`config.mk`:
```
export PLATFORM = sky130hd
export DESIGN_NAME = alpha_operand_feeder
export DESIGN_NICKNAME = d
export VERILOG_FILES = /design/src/rtl/alpha_feed_pkg.sv /design/src/rtl/operand_bank.sv /design/src/rtl/alpha_operand_feeder.sv
export SDC_FILE = /design/constraint.sdc
export NUM_CORES = 2
export LEC_CHECK = 0
export CAP_MARGIN = 20
export CELL_PAD_IN_SITES_DETAIL_PLACEMENT = 1
export CELL_PAD_IN_SITES_GLOBAL_PLACEMENT = 1
export CORE_MARGIN = 2
export CORE_UTILIZATION = 50
export DETAILED_ROUTE_END_ITERATION = 16
export GPL_TIMING_DRIVEN = 0
export PLACE_DENSITY_LB_ADDON = 0.1
export SLEW_MARGIN = 30
export SYNTH_ARGS = -nofsm -noshare
export SYNTH_HDL_FRONTEND = slang
export SYNTH_SLANG_ARGS = --single-unit
```
`constraint.sdc`:
```
create_clock -name iClock -period 5.8 [get_ports iClock]
set_input_delay 0.87 -clock iClock [delete_from_list [all_inputs] [get_ports iClock]]
set_output_delay 0.87 -clock iClock [all_outputs]
set_load 0.05 [all_outputs]
```
`src/rtl/alpha_feed_pkg.sv`:
```
// Shared constants and state encoding for the alpha operand feeder.
package alpha_feed_pkg;

    localparam int unsigned ORDER_DEFAULT  = 12;
    localparam int unsigned DATA_W_DEFAULT = 32;
    localparam int unsigned ADDR_W_DEFAULT = 4;

    localparam logic [31:0] FP_ONE = 32'h3F80_0000;

    typedef enum logic [1:0] {
        S_IDLE      = 2'd0,
        S_ISSUE     = 2'd1,
        S_WAIT_DONE = 2'd2
    } state_t;

endpackage

```
`src/rtl/operand_bank.sv`:
```
// Register file of DEPTH words: one write port, two combinational read ports.
// Word 0 can be replaced by a constant with no storage behind it.
module operand_bank #(
    parameter int unsigned       DEPTH      = 13,
    parameter int unsigned       DATA_W     = 32,
    parameter int unsigned       ADDR_W     = 4,
    parameter bit                CONST0_EN  = 1'b0,
    parameter logic [DATA_W-1:0] CONST0_VAL = '0
) (
    input  logic              clk,
    input  logic              rst_n,
    input  logic              en,
    input  logic              wr,
    input  logic [ADDR_W-1:0] waddr,
    input  logic [DATA_W-1:0] wdata,
    input  logic [ADDR_W-1:0] raddr_a,
    input  logic [ADDR_W-1:0] raddr_b,
    output logic [DATA_W-1:0] rdata_a_c,
    output logic [DATA_W-1:0] rdata_b_c
);

    localparam int unsigned SLOTS = 1 << ADDR_W;

    // Slots beyond DEPTH read as zero, so any address is safe to read.
    logic [DATA_W-1:0] words [SLOTS];

    for (genvar k = 0; k < SLOTS; k++) begin : g_word
        if (k >= DEPTH) begin : g_none
            assign words[k] = '0;
        end else if (CONST0_EN && (k == 0)) begin : g_const
            assign words[k] = CONST0_VAL;
        end else begin : g_reg
            logic [DATA_W-1:0] q;
            always_ff @(posedge clk or negedge rst_n) begin
                if (!rst_n) begin
                    q <= '0;
                end else if (en && wr && (waddr == ADDR_W'(k))) begin
                    q <= wdata;
                end
            end
            assign words[k] = q;
        end
    end

    assign rdata_a_c = words[raddr_a];
    assign rdata_b_c = words[raddr_b];

endmodule

```
`src/rtl/alpha_operand_feeder.sv`:
```
// Streams model/ACF operand pairs (two products per beat) for the alpha accumulator.
// Optional: define FEED_UNITY_MODEL0_EN to make model[0] a read-only 1.0.
module alpha_operand_feeder
    import alpha_feed_pkg::*;
#(
    parameter int unsigned ORDER  = ORDER_DEFAULT,
    parameter int unsigned DATA_W = DATA_W_DEFAULT,
    parameter int unsigned ADDR_W = ADDR_W_DEFAULT
) (
    input  logic              iClock,
    input  logic              iResetN,
    input  logic              iEnable,
    input  logic              iACFWrite,
    input  logic [ADDR_W-1:0] iACFAddr,
    input  logic [DATA_W-1:0] iACFData,
    input  logic              iModelWrite,
    input  logic [ADDR_W-1:0] iModelAddr,
    input  logic [DATA_W-1:0] iModelData,
    input  logic              iStart,
    input  logic [3:0]        iM,
    input  logic              iCalcDone,
    output logic [DATA_W-1:0] oACF1,
    output logic [DATA_W-1:0] oACF2,
    output logic [DATA_W-1:0] oModel1,
    output logic [DATA_W-1:0] oModel2,
    output logic              oValid,
    output logic [3:0]        oM,
    output logic              oBusy,
    output logic              oDone,
    output logic              oError
);

    localparam int unsigned IW = ADDR_W + 1;

`ifdef FEED_UNITY_MODEL0_EN
    localparam bit UNITY0 = 1'b1;
`else
    localparam bit UNITY0 = 1'b0;
`endif

    state_t            state, state_nx;
    logic [ADDR_W-1:0] beat, beat_nx;
    logic [3:0]        m_nx;
    logic              done_nx, error_nx, load_c;
    logic [ADDR_W-1:0] rd_beat_c;
    logic [3:0]        rd_m_c;

    logic [IW-1:0]     two_j_c, m_w_c;
    logic              pair_c, last_c, start_ok_c;
    logic [DATA_W-1:0] acf_a_c, acf_b_c, model_a_c, model_b_c;

    // Beat j pairs sum terms 2j and 2j+1; the second exists only while 2j+1 < m.
    assign two_j_c    = IW'(rd_beat_c) << 1;
    assign m_w_c      = IW'(rd_m_c);
    assign pair_c     = (two_j_c + IW'(2)) <= m_w_c;
    assign last_c     = ((IW'(beat) << 1) + IW'(2)) >= IW'(oM);
    assign start_ok_c = (iM != 4'd0) && (32'(iM) <= ORDER);

    operand_bank #(
        .DEPTH(ORDER + 1), .DATA_W(DATA_W), .ADDR_W(ADDR_W),
        .CONST0_EN(1'b0), .CONST0_VAL('0)
    ) u_acf_bank (
        .clk(iClock), .rst_n(iResetN), .en(iEnable),
        .wr(iACFWrite), .waddr(iACFAddr), .wdata(iACFData),
        .raddr_a(ADDR_W'(m_w_c - two_j_c)),
        .raddr_b(ADDR_W'(m_w_c - two_j_c - IW'(1))),
        .rdata_a_c(acf_a_c), .rdata_b_c(acf_b_c)
    );

    operand_bank #(
        .DEPTH(ORDER + 1), .DATA_W(DATA_W), .ADDR_W(ADDR_W),
        .CONST0_EN(UNITY0), .CONST0_VAL(DATA_W'(FP_ONE))
    ) u_model_bank (
        .clk(iClock), .rst_n(iResetN), .en(iEnable),
        .wr(iModelWrite), .waddr(iModelAddr), .wdata(iModelData),
        .raddr_a(ADDR_W'(two_j_c)),
        .raddr_b(ADDR_W'(two_j_c + IW'(1))),
        .rdata_a_c(model_a_c), .rdata_b_c(model_b_c)
    );

    // Next state; rd_* select which beat is read for the next registered output.
    always_comb begin
        state_nx  = state;
        beat_nx   = beat;
        m_nx      = oM;
        done_nx   = 1'b0;
        error_nx  = 1'b0;
        load_c    = 1'b0;
        rd_beat_c = beat + ADDR_W'(1);
        rd_m_c    = oM;
        unique case (state)
            S_IDLE: begin
                if (iStart) begin
                    if (start_ok_c) begin
                        state_nx  = S_ISSUE;
                        beat_nx   = '0;
                        m_nx      = iM;
                        rd_beat_c = '0;
                        rd_m_c    = iM;
                        load_c    = 1'b1;
                    end else begin
                        error_nx = 1'b1;
                    end
                end
            end
            S_ISSUE: begin
                if (last_c) begin
                    state_nx = S_WAIT_DONE;
                end else begin
                    beat_nx = beat + ADDR_W'(1);
                    load_c  = 1'b1;
                end
            end
            S_WAIT_DONE: begin
                if (iCalcDone) begin
                    done_nx  = 1'b1;
                    state_nx = S_IDLE;
                end
            end
            default: state_nx = S_IDLE;
        endcase
    end

    always_ff @(posedge iClock or negedge iResetN) begin
        if (!iResetN) begin
            state   <= S_IDLE;
            beat    <= '0;
            oM      <= '0;
            oValid  <= 1'b0;
            oBusy   <= 1'b0;
            oDone   <= 1'b0;
            oError  <= 1'b0;
            oModel1 <= '0;
            oACF2   <= '0;
            oModel2 <= '0;
            oACF1   <= '0;
        end else if (iEnable) begin
            state   <= state_nx;
            beat    <= beat_nx;
            oM      <= m_nx;
            oValid  <= load_c;
            oBusy   <= (state_nx != S_IDLE);
            oDone   <= done_nx;
            oError  <= error_nx;
            oModel1 <= load_c ? model_a_c : '0;
            oACF2   <= load_c ? acf_a_c : '0;
            oModel2 <= (load_c && pair_c) ? model_b_c : '0;
            oACF1   <= (load_c && pair_c) ? acf_b_c : '0;
        end
    end

endmodule

```
* Word level (Yosys, flattened, before mapping)
Cells that the tools add are included.
** Storage, ports and cells
- Register bits after elaboration :: 974
- Logic and storage cells :: 160
** Cells by class
- $add $sub $neg :: 6
- Order comparisons :: 7
- Equal/unequal tests :: 29
- Multiplexer cells :: 40
- Bitwise gates (word level) :: 4
- Reductions and logical operators :: 37
** Operators by type and width (count)
- 32-bit binary-select mux with 4-bit select :: 4
- 32-bit two-way mux :: 12
- 4-bit equality test, second input constant :: 10
- 4-bit two-way mux :: 9
- 4-bit by 3-bit equality test with 1-bit output, second input constant :: 8
- 1-bit logical AND :: 30
- 5-bit >= comparator, second input constant :: 4
- 4-bit NOT with 5-bit output :: 4
- 4-bit by 2-bit equality test with 1-bit output, second input constant :: 4
- 5-bit by 2-bit adder with 5-bit output, second input constant :: 2
- 4-bit by 1-bit adder with 4-bit output, second input constant :: 2
- 4-bit by 1-bit equality test with 1-bit output, second input constant :: 2
- 4-bit zero test :: 2
- 1-bit two-way mux :: 8
- 2-bit two-way mux :: 4
- 4-bit case mux with 2 select lines :: 1
- 2-bit != test, second input constant :: 3
- 2-bit case mux with 3 select lines :: 1
- 5-bit by 4-bit >= comparator with 1-bit output :: 1
- 5-bit by 4-bit less-or-equal comparator with 1-bit output :: 1
- 5-bit AND reduction :: 1
- 4-bit less-or-equal comparator, second input constant :: 1
- 2-bit nonzero test :: 2
- 4-bit nonzero test :: 1
- 6 further kinds :: 6

* Depth between registers and ports, before layout
- Word-level depth :: 12
- Mapped depth :: 19
- Gate-level depth less buffers :: 13

* Cells and area by module
From an unflattened synthesis, not the netlist that was laid out.
** Unflattened totals
- Cells, all modules :: 3540
- Area total of the unflattened synthesis :: 50602.3 sq um
** By module, submodules not included
- operand_bank :: times used 2, cells an instance 1571, area an instance 22515.3 sq um, seq. area each 10410.0 sq um
- alpha_operand_feeder :: times used 1, cells an instance 398, area an instance 5571.6 sq um, seq. area each 3553.4 sq um

* Least setup slack after synthesis
No wires, ideal clock.
- Path type :: input -> register
- Start :: in iStart
- End :: reg oACF1[10]
- Library setup time :: 0.121 ns
- Arrival :: 5.336 ns
- Path slack :: 0.343 ns
- Cell stages on the path :: 19
- Path buffers :: 8
- Path through :: or3b_1 clkbuf_1 or3_1 buf_4 clkbuf_1 clkbuf_1 mux2i_1 ha_1 clkinv_1 clkbuf_1 ha_1 buf_1 clkbuf_1 buf_1 mux2i_1 nor3_1 a21oi_1 a21oi_1 a22o_1
** On the way
- Cells in the longest elaborated chain, start to end :: 9
- Elaborated cells between the ends (all ways) :: 16
- Classes of those cells :: 3 x add/sub; 1 x order compare; 10 x mux; 1 x bitwise; 1 x reduce/logical
** RTL lines
- from (decl) :: line alpha_operand_feeder.sv:19 : input logic iStart,
- 4-bit two-way mux
- 4-bit two-way mux, on equally long branches
- 4-bit subtractor :: line alpha_operand_feeder.sv:66 : .raddr_b(ADDR_W'(m_w_c - two_j_c - IW'(1))),
- 4-bit by 1-bit subtractor with 4-bit output :: line alpha_operand_feeder.sv:66
- 4-bit NOT with 5-bit output (implied by the code) :: line operand_bank.sv:46 : assign rdata_b_c = words[raddr_b];
- 32-bit binary-select mux with 4-bit select :: line operand_bank.sv:46
- 32-bit two-way mux (implied by the code) (2 in series) :: line operand_bank.sv:46
- 32-bit two-way mux (*) :: line alpha_operand_feeder.sv:148 : oACF1 <= (load_c && pair_c) ? acf_b_c : '0;
- to (signal assigned) :: line alpha_operand_feeder.sv:148
- to (decl) :: line alpha_operand_feeder.sv:22 : output logic [DATA_W-1:0] oACF1,
Every way passes the cells marked *; elsewhere a longest branch is shown, timed or not. The select of a mux whose other input is x is not followed.
A chain may end at the register's enable or synchronous reset.

* Worst setup path in the final report
- Start :: in iM[0]
- End :: reg oACF1[21]
** On the way
- Cells in the longest elaborated chain, start to end :: 12
- Elaborated cells between the ends (all ways) :: 22
- Classes of those cells :: 3 x add/sub; 2 x order compare; 13 x mux; 1 x bitwise; 3 x reduce/logical
** RTL lines
- from (decl) :: line alpha_operand_feeder.sv:20 : input logic [3:0] iM,
- 4-bit less-or-equal comparator / 4-bit nonzero test (equally long branches) :: line alpha_operand_feeder.sv:57 : assign start_ok_c = (iM != 4'd0) && (32'(iM) <= ORDER);
- 1-bit logical AND :: line alpha_operand_feeder.sv:57
- 4-bit two-way mux (2 in series)
- 4-bit two-way mux, on equally long branches
- 4-bit subtractor :: line alpha_operand_feeder.sv:66
- 4-bit by 1-bit subtractor with 4-bit output :: line alpha_operand_feeder.sv:66
- 4-bit NOT with 5-bit output (implied by the code) :: line operand_bank.sv:46
- 32-bit binary-select mux with 4-bit select :: line operand_bank.sv:46
- 32-bit two-way mux (implied by the code) (2 in series) :: line operand_bank.sv:46
- 32-bit two-way mux (*) :: line alpha_operand_feeder.sv:148
Marks and branches as above.

==> metrics.yaml <==
status:
  status: "finished with violations"
  violations: "negative setup slack"
clocking:
  cts_root_buffer: "clkbuf_16"
  clock_latency_ns: 0.74
  clk_pin_slew_ns: 0.06
  htreeDepth: 3
  postCtsHoldBufs: 0
  clock_sinks: 974
  clockBufferDepth: 3
  cts_buffers: 109
  cts_tree: "done"
power_and_ir_drop:
  p_leak_uw: 0.0249
  power.density_nw_per_um2: 669
  vdd_drop_max_mv: 0.460
critical_path:
  path_class: "input port to flip-flop"
  crit_path_start_kind: "input port"
  r2r_slack_ns: 0.22
  rr_worst_depth: 16
  cp_data_arrival_time_ns: 6.53
  slowest_stage: "clkdlybuf4s50_1"
  crit_family: "buffers and inverters"
  max_stage_delay_ns: 0.76
  worstSetupEndpointType: "flip-flop"
  crit_top_cell: "clkbuf_2"
  reg2reg_from: "beat[0]"
  path_buf_inv: 7
  critPathMaxFanout: 19
  cp.required_ns: 6.42
  crit_chain: "clkdlybuf4s50_1 > nor4_2 > or3_1 > buf_4 > clkbuf_8 > mux2i_2 > ha_1 > inv_1 > fa_1 > buf_1 > xnor2_1 > clkbuf_2 > clkbuf_2 > a311oi_1 > a211o_1 > a22o_1"
  r2r_end: "oACF1[20]"
place:
  pre_cts_slack_ns: -3.80
  io_buffers: 218
  place_inst: 5842
  gp_congestion: 0.966
  dp_hpwl_um: 133000
routing:
  viasPerCell: 6.47
  ant_nets: 0
  drtIter0Drc: 3305
  totalWireLength_um: 188000
  wire_per_inst_um: 31.2
  drcViolationCount: 0
  drt_pass1_iterations: 5
  routed-via-count: 39100
synth:
  ys.flop_type: "dfrtp_1"
  async_flop_share: 1.00
  synth.avg_cell_area_um2: 11.3
  yosys_register_bits: 974
  synth_cells: 4336
  syn_nets: 4430
  netlist_area_um2: 49000
  yosysSeqAreaShare: 0.498
  synth-edff-count: 0
  synth_cell_type_count: 61
  ys_warn_count: 0
floorplan:
  dieArea_um2: 100000
  core_area_um2: 96900
  io-pin-count: 219
  die_x_um: 317
  start_util: 0.506
  rows: 114
  dieHeight_um: 317
timing:
  fin_crit_sh: 1.02
  finClkSkew_ns: 0.0211
  fin_ws_ns: -0.107
  worst-slew-pin-transition_ns: 1.08
  fin_tns_setup_ns: -0.574
  slew_headroom: 0.281
  finalSetupViolations: 21
  finalHoldViolations: 0
  fmax_ghz: 0.169
  final_max_slew_viol_count: 0
  fin_crit_ns: 5.91
  rsz0062_at_grt: "yes"
global_routing:
  grt_pass1_vias: 41700
  grt_pass1_wl_um: 277000
  grt_usage: 0.374
  grt_max_degree: 127
  grt_overflow: 0
  antenna_found_initial: 9
final_layout:
  nNetsFinal: 4767
  area_growth_pct: 16.2
  drive_above_1_share: 0.247
  fin_cells: 6037
flow_run:
  cap_violations: 0
min_path:
  hp-class: "input port to asynchronous set/reset pin"
how the worst max path moves through the flow:
stage | end | startpoint | cells after the start | slack [ns]
finish | oACF1[21] | iM[0] | 16 | -0.11
global route | oACF1[21] | iM[0] | 16 | -0.19
CTS | oACF1[12] | iStart | 18 | 0.001
detailed placement | oACF1[19] | iM[0] | 18 | -3.80
global placement | u_model_bank.g_word[10].g_reg.q[7] | iResetN | 1 | -41.73
floorplan | oACF1[10] | iStart | 19 | 0.34
final cells by class:
type                       instances  area [µm²]
timing repair buffer             232        2490
tap                             1276        1600
clock inverter                    33         419
antenna                            6        15.0
buffer                           414        1770
multi-input combinational       2844       22800
inverter                          98         369
clock buffer                     160        3110
fill                           10100       39900
sequential                       974       24400
routing by layer:
layer,vias up,global-route usage,share of wire,wire length (µm)
met2,1577,0.621,0.48,90300
met4,12,0.219,0.063,11800
li1,16500,-,-,-
met3,566,0.0757,0.071,13400
met1,20400,0.454,0.39,72600
met5,-,0,0.00043,80
worst reg2reg max path: cells and delay by family (launching register included):
kind	cells	cell delay, ns
AOI/OAI and AO/OA	5	1.05
and+or+nand+nor	2	0.70
DFF	1	0.42
xor gates and xnor gates	1	0.57
adders and majority gates	2	0.66
buffers and inverters	6	2.13
cells in the mapped netlist (12+ instances only):
| cell | instances | area, µm² |
|---|---|---|
| a211oi_1 | 58 | 435 |
| a21oi_1 | 281 | 1410 |
| clkbuf_1 | 335 | 1260 |
| a21o_1 | 13 | 97.6 |
| nand2b_1 | 42 | 263 |
| nor4_1 | 14 | 87.6 |
| a221oi_1 | 19 | 166 |
| o22a_1 | 45 | 394 |
| nor2_1 | 144 | 541 |
| o32a_1 | 12 | 120 |
| a211o_1 | 19 | 166 |
| buf_2 | 14 | 70.1 |
| a2111oi_0 | 20 | 175 |
| inv_1 | 92 | 345 |
| nand3_1 | 58 | 290 |
| buf_1 | 65 | 244 |
| nor3_1 | 86 | 430 |
| o221ai_1 | 49 | 429 |
| o32ai_1 | 32 | 280 |
| nand2_1 | 315 | 1180 |
| mux2i_1 | 337 | 3370 |
| a221o_1 | 29 | 290 |
| dfrtp_1 | 974 | 24400 |
| mux2_2 | 851 | 9580 |
| o22ai_1 | 156 | 976 |
| a311oi_1 | 19 | 166 |
| nor2b_1 | 32 | 200 |
| o21ai_0 | 88 | 440 |
| a22o_1 | 19 | 166 |
| a2bb2oi_1 | 33 | 289 |
timing repair:
item	CTS	global route
hold endpoints to repair	0	0
gates resized for setup	83	57
setup buffers	1	0
pin swaps	0	0
endpoints found under the setup margin	96	63
metrics by stage:
step / instance area (µm²) / hold WS (ns) / util / total power [µW]
CTS: 56800 / 0.0606 / 0.586 / 37200
detailed placement: 53100 / 0.489 / 0.548 / 29900
global route: 56900 / 0.0541 / 0.588 / 39300
global placement: 52800 / 0.486 / 0.545 / 29500
finish: 56900 / 0.0173 / 0.588 / 38100
floorplan: 49000 / 0.474 / - / 21500
placed cells by master (no fill, tap or decap), types with 20 or more instances in the layout:
cell	n
dfrtp_1	974
mux2_2	851
mux2i_1	336
nand2_1	313
clkbuf_1	290
a21oi_1	275
clkdlybuf4s50_1	217
o22ai_1	156
nor2_1	143
clkbuf_16	110
inv_1	92
o21ai_0	88
nor3_1	86
clkbuf_2	61
nand3_1	58
a211oi_1	58
buf_1	49
o221ai_1	49
o22a_1	45
nand2b_1	40
a2bb2oi_1	33
nor2b_1	32
o32ai_1	32
a221o_1	29
buf_2	28
clkinv_2	22
clkbuf_8	20
kinds of logic (layout without fill, tap and decap cells):
family,after synthesis,count (layout),synth area share
simple gates,720,720,0.0652
other cells,0,6,0
fa+ha+maj,11,11,0.00296
xor+xnor,9,9,0.00238
flops,974,974,0.498
mux,1189,1189,0.265
buf+inv,518,937,0.0406
compound gates,915,915,0.126
sequential cells by signal, indices dropped and copies added, names as in the netlist:
| signal | flops |
|---|---|
| oModel2 | 32 |
| u_model_bank.g_word.g_reg.q | 416 |
| oError | 1 |
| oM | 4 |
| oACF2 | 32 |
| oValid | 1 |
| oDone | 1 |
| oModel1 | 32 |
| u_acf_bank.g_word.g_reg.q | 416 |
| oBusy | 1 |
| state | 2 |
| beat | 4 |
| oACF1 | 32 |
power by group:
| group | switching, µW | internal (µW) |
|---|---|---|
| logic | 14700 | 7100 |
| registers | 1110 | 8220 |
| clock network | 3020 | 3940 |
| total | 18800 | 19300 |
(Power assumes the default switching activity.)
